==> config.mk <==
export PLATFORM = sky130hd
export DESIGN_NAME = mem_port_arbiter
export DESIGN_NICKNAME = d
export VERILOG_FILES = /design/src/rtl/mem_port_arbiter_pkg.sv /design/src/rtl/mem_port_arbiter_rr_grant.sv /design/src/rtl/mem_port_arbiter.sv
export SDC_FILE = /design/constraint.sdc
export NUM_CORES = 1
export LEC_CHECK = 0
export CAP_MARGIN = 30
export CORE_MARGIN = 3
export CORE_UTILIZATION = 24
export CTS_CLUSTER_SIZE = 16
export DETAILED_ROUTE_END_ITERATION = 7
export GPL_TIMING_DRIVEN = 0
export MAX_ROUTING_LAYER = met4
export PLACE_DENSITY = 0.92
export SYNTH_ARGS = -nofsm -noshare
export SYNTH_HDL_FRONTEND = slang
export SYNTH_SLANG_ARGS = --single-unit
==> constraint.sdc <==
create_clock -name clk -period 2.89 [get_ports clk]
set_input_delay 0.867 -clock clk [delete_from_list [all_inputs] [get_ports clk]]
set_output_delay 0.867 -clock clk [all_outputs]
set_load 0.02 [all_outputs]
==> src/rtl/mem_port_arbiter_pkg.sv <==
// Shared types and the rotating-priority search used by the memory port arbiter.
package mem_arb_pkg;

   // Widest requester set the search helper supports, and its index width.
   localparam int RR_MAX_REQ = 8;
   localparam int RR_IDX_W   = 3;

   typedef enum logic [0:0] {
      ARB    = 1'b0,
      LOCKED = 1'b1
   } arb_state_e;

   typedef struct packed {
      logic                found;
      logic [RR_IDX_W-1:0] idx;
   } rr_pick_t;

   // First set bit of valid, searching ptr, ptr+1, ... modulo num_req.
   function automatic rr_pick_t rr_pick(input logic [RR_MAX_REQ-1:0] valid,
                                        input logic [RR_IDX_W-1:0]   ptr,
                                        input int                    num_req);
      rr_pick_t res;
      int       k;
      res.found = 1'b0;
      res.idx   = {RR_IDX_W{1'b0}};
      for (int i = 0; i < RR_MAX_REQ; i++) begin
         if (i < num_req) begin
            k = (int'(ptr) + i) % num_req;
            if (!res.found && valid[k]) begin
               res.found = 1'b1;
               res.idx   = RR_IDX_W'(k);
            end
         end
      end
      return res;
   endfunction

endpackage

==> src/rtl/mem_port_arbiter_rr_grant.sv <==
// Pure-combinational rotating priority encoder; reusable by any arbiter.
module rr_grant
   import mem_arb_pkg::*;
#(
   parameter int NUM_REQ = 2,
   parameter int IDX_W   = (NUM_REQ > 1) ? $clog2(NUM_REQ) : 1
) (
   input  logic [NUM_REQ-1:0] req_valid,
   input  logic [IDX_W-1:0]   rr_ptr,
   output logic               gnt_found,
   output logic [IDX_W-1:0]   gnt_idx
);

   rr_pick_t pick_s;

   // Search from rr_ptr upward and report the first valid requester.
   always_comb begin
      pick_s    = rr_pick(RR_MAX_REQ'(req_valid), RR_IDX_W'(rr_ptr), NUM_REQ);
      gnt_found = pick_s.found;
      gnt_idx   = IDX_W'(pick_s.idx);
   end

endmodule

==> src/rtl/mem_port_arbiter.sv <==
// Round-robin arbiter sharing one single-port RAM (1-cycle read latency)
// between NUM_REQ requesters, with an optional bounded burst lock.
module mem_port_arbiter
   import mem_arb_pkg::*;
#(
   parameter int NUM_REQ    = 2,
   parameter int ADDR_WIDTH = 10,
   parameter int DATA_WIDTH = 32,
   parameter int MAX_BURST  = 4
) (
   input  logic                          clk,
   input  logic                          reset,
   input  logic [NUM_REQ-1:0]            req_valid_i,
   output logic [NUM_REQ-1:0]            req_ready_o,
   input  logic [NUM_REQ-1:0]            req_we_i,
   input  logic [NUM_REQ-1:0]            req_lock_i,
   input  logic [NUM_REQ*ADDR_WIDTH-1:0] req_addr_i,
   input  logic [NUM_REQ*DATA_WIDTH-1:0] req_wdata_i,
   output logic [NUM_REQ-1:0]            rsp_valid_o,
   output logic [DATA_WIDTH-1:0]         rsp_rdata_o,
   output logic                          mem_wr_en_o,
   output logic                          mem_rd_en_o,
   output logic [ADDR_WIDTH-1:0]         mem_addr_o,
   output logic [DATA_WIDTH-1:0]         mem_wdata_o,
   input  logic [DATA_WIDTH-1:0]         mem_rdata_i
);

   localparam int                 IDX_W      = (NUM_REQ > 1) ? $clog2(NUM_REQ) : 1;
   localparam int                 CNT_W      = $clog2(MAX_BURST + 1);
   localparam logic [CNT_W-1:0]   BURST_LAST = CNT_W'(MAX_BURST - 1);
   localparam logic [IDX_W-1:0]   LAST_IDX   = IDX_W'(NUM_REQ - 1);
   localparam bit                 LOCK_EN    = (MAX_BURST > 1);
   localparam logic [NUM_REQ-1:0] ONE_HOT0   = {{(NUM_REQ-1){1'b0}}, 1'b1};

   arb_state_e             state_r, state_nxt_s;
   logic [IDX_W-1:0]       rr_ptr_r, rr_ptr_nxt_s;
   logic [IDX_W-1:0]       owner_r, owner_nxt_s;
   logic [CNT_W-1:0]       burst_cnt_r, burst_cnt_nxt_s;
   logic [NUM_REQ-1:0]     rsp_valid_r, rsp_valid_nxt_s;

   logic                   rr_found_s;
   logic [IDX_W-1:0]       rr_idx_s;
   logic                   grant_s;
   logic [IDX_W-1:0]       sel_s;
   logic [NUM_REQ-1:0]     sel_onehot_s;
   logic                   sel_we_s;
   logic                   sel_lock_s;
   logic [ADDR_WIDTH-1:0]  sel_addr_s;
   logic [DATA_WIDTH-1:0]  sel_wdata_s;

   rr_grant #(
      .NUM_REQ (NUM_REQ),
      .IDX_W   (IDX_W)
   ) u_rr_grant (
      .req_valid (req_valid_i),
      .rr_ptr    (rr_ptr_r),
      .gnt_found (rr_found_s),
      .gnt_idx   (rr_idx_s)
   );

   // Decide who (if anyone) owns the port this cycle; nobody while in reset.
   always_comb begin
      grant_s = 1'b0;
      sel_s   = rr_idx_s;
      if (reset) begin
         grant_s = 1'b0;
      end else if (state_r == LOCKED) begin
         sel_s   = owner_r;
         grant_s = req_valid_i[owner_r];
      end else begin
         grant_s = rr_found_s;
      end
   end

   assign sel_onehot_s = ONE_HOT0 << sel_s;
   assign sel_we_s     = req_we_i[sel_s];
   assign sel_lock_s   = req_lock_i[sel_s];
   assign sel_addr_s   = req_addr_i[sel_s*ADDR_WIDTH +: ADDR_WIDTH];
   assign sel_wdata_s  = req_wdata_i[sel_s*DATA_WIDTH +: DATA_WIDTH];

   // Route the granted requester onto the memory pins; idle pins are all zero.
   always_comb begin
      req_ready_o = {NUM_REQ{1'b0}};
      mem_wr_en_o = 1'b0;
      mem_rd_en_o = 1'b0;
      mem_addr_o  = {ADDR_WIDTH{1'b0}};
      mem_wdata_o = {DATA_WIDTH{1'b0}};
      if (grant_s) begin
         req_ready_o = sel_onehot_s;
         mem_wr_en_o = sel_we_s;
         mem_rd_en_o = !sel_we_s;
         mem_addr_o  = sel_addr_s;
         mem_wdata_o = sel_wdata_s;
      end else begin
         req_ready_o = {NUM_REQ{1'b0}};
      end
   end

   // Next arbitration state, round-robin pointer, burst count and response tag.
   always_comb begin
      state_nxt_s     = state_r;
      rr_ptr_nxt_s    = rr_ptr_r;
      owner_nxt_s     = owner_r;
      burst_cnt_nxt_s = burst_cnt_r;
      if (grant_s && !sel_we_s) begin
         rsp_valid_nxt_s = sel_onehot_s;
      end else begin
         rsp_valid_nxt_s = {NUM_REQ{1'b0}};
      end
      case (state_r)
         ARB: begin
            if (grant_s) begin
               rr_ptr_nxt_s = (sel_s == LAST_IDX) ? {IDX_W{1'b0}} : (sel_s + IDX_W'(1'b1));
               if (LOCK_EN && sel_lock_s) begin
                  state_nxt_s     = LOCKED;
                  owner_nxt_s     = sel_s;
                  burst_cnt_nxt_s = CNT_W'(1'b1);
               end else begin
                  state_nxt_s     = ARB;
                  burst_cnt_nxt_s = {CNT_W{1'b0}};
               end
            end else begin
               state_nxt_s = ARB;
            end
         end
         LOCKED: begin
            // rr_ptr already points past the owner and is left alone here.
            if (grant_s) begin
               if (!sel_lock_s || (burst_cnt_r >= BURST_LAST)) begin
                  state_nxt_s     = ARB;
                  burst_cnt_nxt_s = {CNT_W{1'b0}};
               end else begin
                  state_nxt_s     = LOCKED;
                  burst_cnt_nxt_s = burst_cnt_r + CNT_W'(1'b1);
               end
            end else begin
               // Owner went idle: this cycle releases the lock without a grant.
               state_nxt_s     = ARB;
               burst_cnt_nxt_s = {CNT_W{1'b0}};
            end
         end
         default: begin
            state_nxt_s     = ARB;
            burst_cnt_nxt_s = {CNT_W{1'b0}};
         end
      endcase
   end

   // State, pointer, burst counter and one-hot read-return register.
   always_ff @(posedge clk or posedge reset) begin
      if (reset) begin
         state_r     <= ARB;
         rr_ptr_r    <= {IDX_W{1'b0}};
         owner_r     <= {IDX_W{1'b0}};
         burst_cnt_r <= {CNT_W{1'b0}};
         rsp_valid_r <= {NUM_REQ{1'b0}};
      end else begin
         state_r     <= state_nxt_s;
         rr_ptr_r    <= rr_ptr_nxt_s;
         owner_r     <= owner_nxt_s;
         burst_cnt_r <= burst_cnt_nxt_s;
         rsp_valid_r <= rsp_valid_nxt_s;
      end
   end

   assign rsp_valid_o = rsp_valid_r;
   assign rsp_rdata_o = mem_rdata_i;

endmodule
Word level (Yosys, flattened, before mapping)
Index checks and enable logic that the tools add are counted.
{"block": "word_totals", "in_bits": 124, "romBits": 0, "ramBits": 0, "register_bits": 8, "n_memories": 0, "latch_bits": 0, "elab_cells": 62, "out_inout_bits": 80}
{"block": "op_classes", "n_reduce_logical": 8, "addsub": 3, "muxes": 34, "n_mul": 1, "n_eq_ne": 1, "n_div": 0, "n_shift": 3, "magnitude_cmp": 5, "bitwise": 2}
{"op": "$shiftx 64x7->32", "n": 1}
{"op": "$mux 32", "n": 1}
{"op": "$mux 1", "n": 22}
{"op": "$shiftx 20x6->10", "n": 1}
{"op": "$mux 10", "n": 1}
{"op": "$mux 3", "n": 3}
{"op": "$mux 4", "n": 2}
{"op": "$pmux 3 s2", "n": 1}
{"op": "$lt 2x5->1 const B", "n": 1}
{"op": "$lt 1x2->1 const B", "n": 2}
{"op": "$lt 1x4->1 const B", "n": 1}
{"op": "$mul 1x3->4 const B", "n": 1}
{"op": "$mux 2", "n": 2}
{"op": "$add 3x1->3 const B", "n": 1}
{"op": "$ge 3x2->1 const B", "n": 1}
{"op": "$logic_not 1->1", "n": 3}
{"op": "$reduce_and 3->1", "n": 1}
{"op": "$add 1x1->1 const B", "n": 2}
{"op": "$bmux 1 s2", "n": 1}
{"op": "$logic_and 1x1->1", "n": 2}
{"op": "$ne 2x2->1 const B", "n": 1}
{"op": "$pmux 1 s2", "n": 1}
{"op": "$reduce_and 2->1", "n": 1}
{"op": "$shl 1x1->2 const A", "n": 1}
{"op": "other kinds (3)", "n": 3}

Logic depth before layout (Yosys ltp)
{"block": "logic_depth", "word_depth": 16, "depth_mapped": 7, "mapped_depth_nobuf": 5}

Hierarchy
A second synthesis with hierarchy kept.
{"block": "hier_totals", "cells_unflattened": 224, "area_unflattened_um2": 1407.6}
{"mod": "mem_port_arbiter", "cells_each": 221, "seq_area_each_um2": 200.2, "n_inst": 1, "area_each_um2": 1390.1}
{"mod": "rr_grant", "cells_each": 3, "seq_area_each_um2": 0.0, "n_inst": 1, "area_each_um2": 17.5}

Worst setup path before layout
Ideal clock, no wire load.
{"block": "synth_timing", "path_kind": "input-to-output", "from": "input port reset", "to": "output port mem_rd_en_o", "slack_ps": 24, "t_required_ps": 2023, "n_path_buf": 1, "arrival_time_ps": 1999, "path_stages": 5, "cell_sequence": "nand2b_1 > a31oi_4 > buf_6 > mux2i_1 > nor2b_1"}
{"block": "synth_between", "elab_chain_len": 5, "elab_cells_between_ends": 6, "cone_classes": "mux (5); reduce/logical (1)"}
{"element": "start: declaration", "line": "mem_port_arbiter.sv:12", "source": "input logic reset,"}
{"element": "$mux 1", "line": "mem_port_arbiter.sv:65", "source": "if (reset) begin"}
{"element": "$mux 1 (implied by the code) (2 in series)", "line": "mem_port_arbiter.sv:76", "source": "assign sel_we_s = req_we_i[sel_s];"}
{"element": "$logic_not 1->1", "line": "mem_port_arbiter.sv:91", "source": "mem_rd_en_o = !sel_we_s;"}
{"element": "$mux 1 *", "line": "mem_port_arbiter.sv:88", "source": "if (grant_s) begin"}
{"element": "end: declaration", "line": "mem_port_arbiter.sv:22", "source": "output logic mem_rd_en_o,"}
Every way passes the cells marked *; elsewhere a longest branch is shown, timed or not. The select of a mux whose other input is x is not followed.

Final worst setup path
{"block": "layout_timing", "from": "input port reset", "to": "output port mem_wdata_o[9]"}
{"block": "layout_between", "elab_chain_len": 3, "elab_cells_between_ends": 4, "cone_classes": "shift (1); mux (3)"}
{"element": "$mux 1", "line": "mem_port_arbiter.sv:65"}
{"element": "$shiftx 64x7->32", "line": "mem_port_arbiter.sv:79", "source": "assign sel_wdata_s = req_wdata_i[sel_s*DATA_WIDTH +: DATA_WIDTH];"}
{"element": "$mux 32 *", "line": "mem_port_arbiter.sv:88"}
{"element": "end: declaration", "line": "mem_port_arbiter.sv:24", "source": "output logic [DATA_WIDTH-1:0] mem_wdata_o,"}
Every way passes the cells marked *; elsewhere a longest branch is shown, timed or not.

==> impl_metrics.tcl <==
set metrics [dict create \
    ios 204 \
    synth_top_family_by_area "multiplexers" \
    final_area_um2 3370 \
    finalHoldViolations 0 \
    wl_per_cell_um 15.7 \
    gp_congestion 0.770 \
    syn_inst 176 \
    rows 27 \
    r2r-start "state_r$_DFF_PP0_" \
    die_w_um 82.3 \
    wl_um 6850 \
    crit_path_start_kind "input pin" \
    skew_ns 0.00214 \
    ys_warn_count 0 \
    dpl_cell_area_um2 3200 \
    critical_path_required_ns 2.02 \
    drc 0 \
    die_y_um 82.3 \
    power_leakage_nw 1.65 \
    synth.most_common_cell "nor2_1" \
    core_area_um2 5570 \
    setup_viol_count_final 44 \
    fin_nets 491 \
    drt.antenna.violating_nets 0 \
    start_util 0.251 \
    power_w 0.00105 \
    grt_max_degree 11 \
    dieArea_um2 6770 \
    postCtsHoldBufs 0 \
    setup_slack_ns -0.129 \
    hp-class "reg2reg" \
    synth_xor_area_frac 0 \
    synth_top_area_cell "mux2i_1" \
    clock-sinks 8 \
    n_antenna_cell 0 \
    grtUsageTotal 0.180 \
    port_buffers 171 \
    synthDominantCellAreaShare 0.315 \
    grt_pass1_vias 1918 \
    path_max_fanout 7 \
    dp_hpwl_um 5650 \
    rsz0062_at_grt "true" \
    pre_cts_ws_ns -1.10 \
    grt_pass1_wl_um 9160 \
    synth_area_um2 1400 \
    yosys.area_share.adder 0.0179 \
    vias_per_cell 4.50 \
    ctsHtreeMaxLevel 1 \
    holdCritStartpoint "burst_cnt_r[1]$_DFFE_PP0P_" \
    clk_transition_reported_paths_ns 0.04 \
    muxShareOfSynthArea 0.315 \
    yosysUniqueCellTypes 30 \
    synth-edff-count 0 \
    antenna_found_initial 0 \
    cts-buffers-inserted 3 \
    drive_gt1_frac 0.358 \
    clk_latency_ns 0.23 \
    area_growth_pct 141 \
    synth_nets 302 \
    cts_tree "done" \
    fin_crit_sh 1.04 \
    num-fill-cells 483 \
    async_flop_share 1.00 \
    vias 1957 \
    seq_area_frac_synth 0.143 \
    power_density_nw_per_um2 312 \
    dr.pass1.iters 4 \
    clockBufferDepth 2 \
    max_cap_violations 0 \
    ys_top_cells_by_count "47 x nor2_1, 44 x mux2i_1, 33 x buf_4, 8 x dfrtp_1" \
    violations "negative setup slack" \
    syn_avg_cell_area_um2 7.94 \
    ir_drop_uv 175 \
    synthSimpleGateAreaFrac 0.197 \
    tns_ns -2.23 \
    status "complete, but fails checks" \
    tightest_slew_ns 0.540 \
    end_kind "output port" \
    grt.overflow.total 0 \
    drtIter0Drc 40 \
    hold_ws_ns 0.531 \
    ys_top_cells_by_area "mux2i_1 32%, buf_4 18%, dfrtp_1 14%, nor2_1 13%, buf_8 2.1%" \
    synth-compound-area-share 0.0859 \
    slew_headroom 0.637 \
    fmax_mhz 331 \
    crit_path_start "reset" \
    drv_slew 0 \
    synth-seq-cells 8 \
    layout_min_cycle_time_ns 3.02 \
    root_buffer "clkbuf_8" \
    synthFlopType "dfrtp_1" \
    crit_type "in2out" \
    worstPathArrival_ns 2.15 \
]
==> worst max-delay path, cell delays in order <==
cell	delay [ns]
buf_8	0.08
and3b_2	0.21
a31oi_4	0.19
buf_12	0.18
buf_12	0.11
buf_16	0.11
mux2i_1	0.17
nor2_1	0.07
buf_4	0.15
==> final cells by class <==
cell class,count,area (um^2),area share
buffer,40,354,0.105
tap,72,90.1,0.0268
multi-input combinational,122,937,0.278
timing repair buffer,187,1730,0.514
sequential,8,200,0.0595
inverter,3,11.3,0.00335
clock buffer,3,41.3,0.0123
==> logic make-up after synthesis <==
family,count (synthesis)
simple gates,64
buf+inv,46
mux,44
compound gates,12
flops,8
fa+ha+maj,2
==> path summary, 6_finish.rpt <==
kind | end | slack [ns] | cells past startpoint
max in group asynchronous | rsp_valid_o[0]$_DFF_PP0_ | 2.16 | 2
worst max register to register | burst_cnt_r[0]$_DFFE_PP0P_ | 1.09 | 6
worst max-delay path | mem_wdata_o[9] | -0.13 | 9
worst min-delay path | burst_cnt_r[1]$_DFFE_PP0P_ | 0.53 | 2
worst min register to register | burst_cnt_r[1]$_DFFE_PP0P_ | 0.53 | 2
min in group asynchronous | burst_cnt_r[0]$_DFFE_PP0P_ | 0.55 | 2
==> state kept, by name, summed over array words and instances (netlist names) <==
register     cells
burst_cnt_r      3
state_r          1
owner_r          1
rr_ptr_r         1
rsp_valid_o      2
==> through the flow <==
stage / std cells / utilization
2_1_floorplan: 176 / -
3_3_place_gp: 419 / 0.574
3_5_place_dp: 419 / 0.574
4_1_cts: 435 / 0.589
5_1_grt: 435 / 0.604
6_report: 435 / 0.604
==> power breakdown <==
group          leakage [nW]  total [W]  internal, W  switching, W
Clock                0.0216   0.000132    0.0000900     0.0000416
Sequential            0.101   0.000140     0.000126     0.0000138
Combinational          1.52   0.000778     0.000439      0.000340
==> routing by layer <==
layer  up-vias  routed length (um)  track usage
met2       115                3890        0.350
li1        938                   -            -
met1       893                2180        0.181
met4         0                 110       0.0449
met5         -                   0            -
met3        11                 661       0.0358
==> cell usage in the layout, fill, tap and decap left out, drive strengths merged, types with 2 or more instances in the layout <==
cell	instances
buf	99
clkdlybuf4s50	122
dfrtp	8
nor2b	2
nor2	47
nand2b	3
o21ba	2
a31oi	2
nor3	4
inv	3
ha	2
mux2i	44
nand2	4
clkbuf	7
clkdlybuf4s15	2
==> repair_timing <==
| action | 4_1_cts | 5_1_grt |
|---|---|---|
| pin swaps | 3 | 6 |
| gates resized for setup | 233 | 24 |
| gates cloned | 2 | 1 |
| setup buffers | 12 | 2 |
| setup endpoints to repair | 46 | 46 |
No activity file was read; power rests on OpenSTA's default activity.
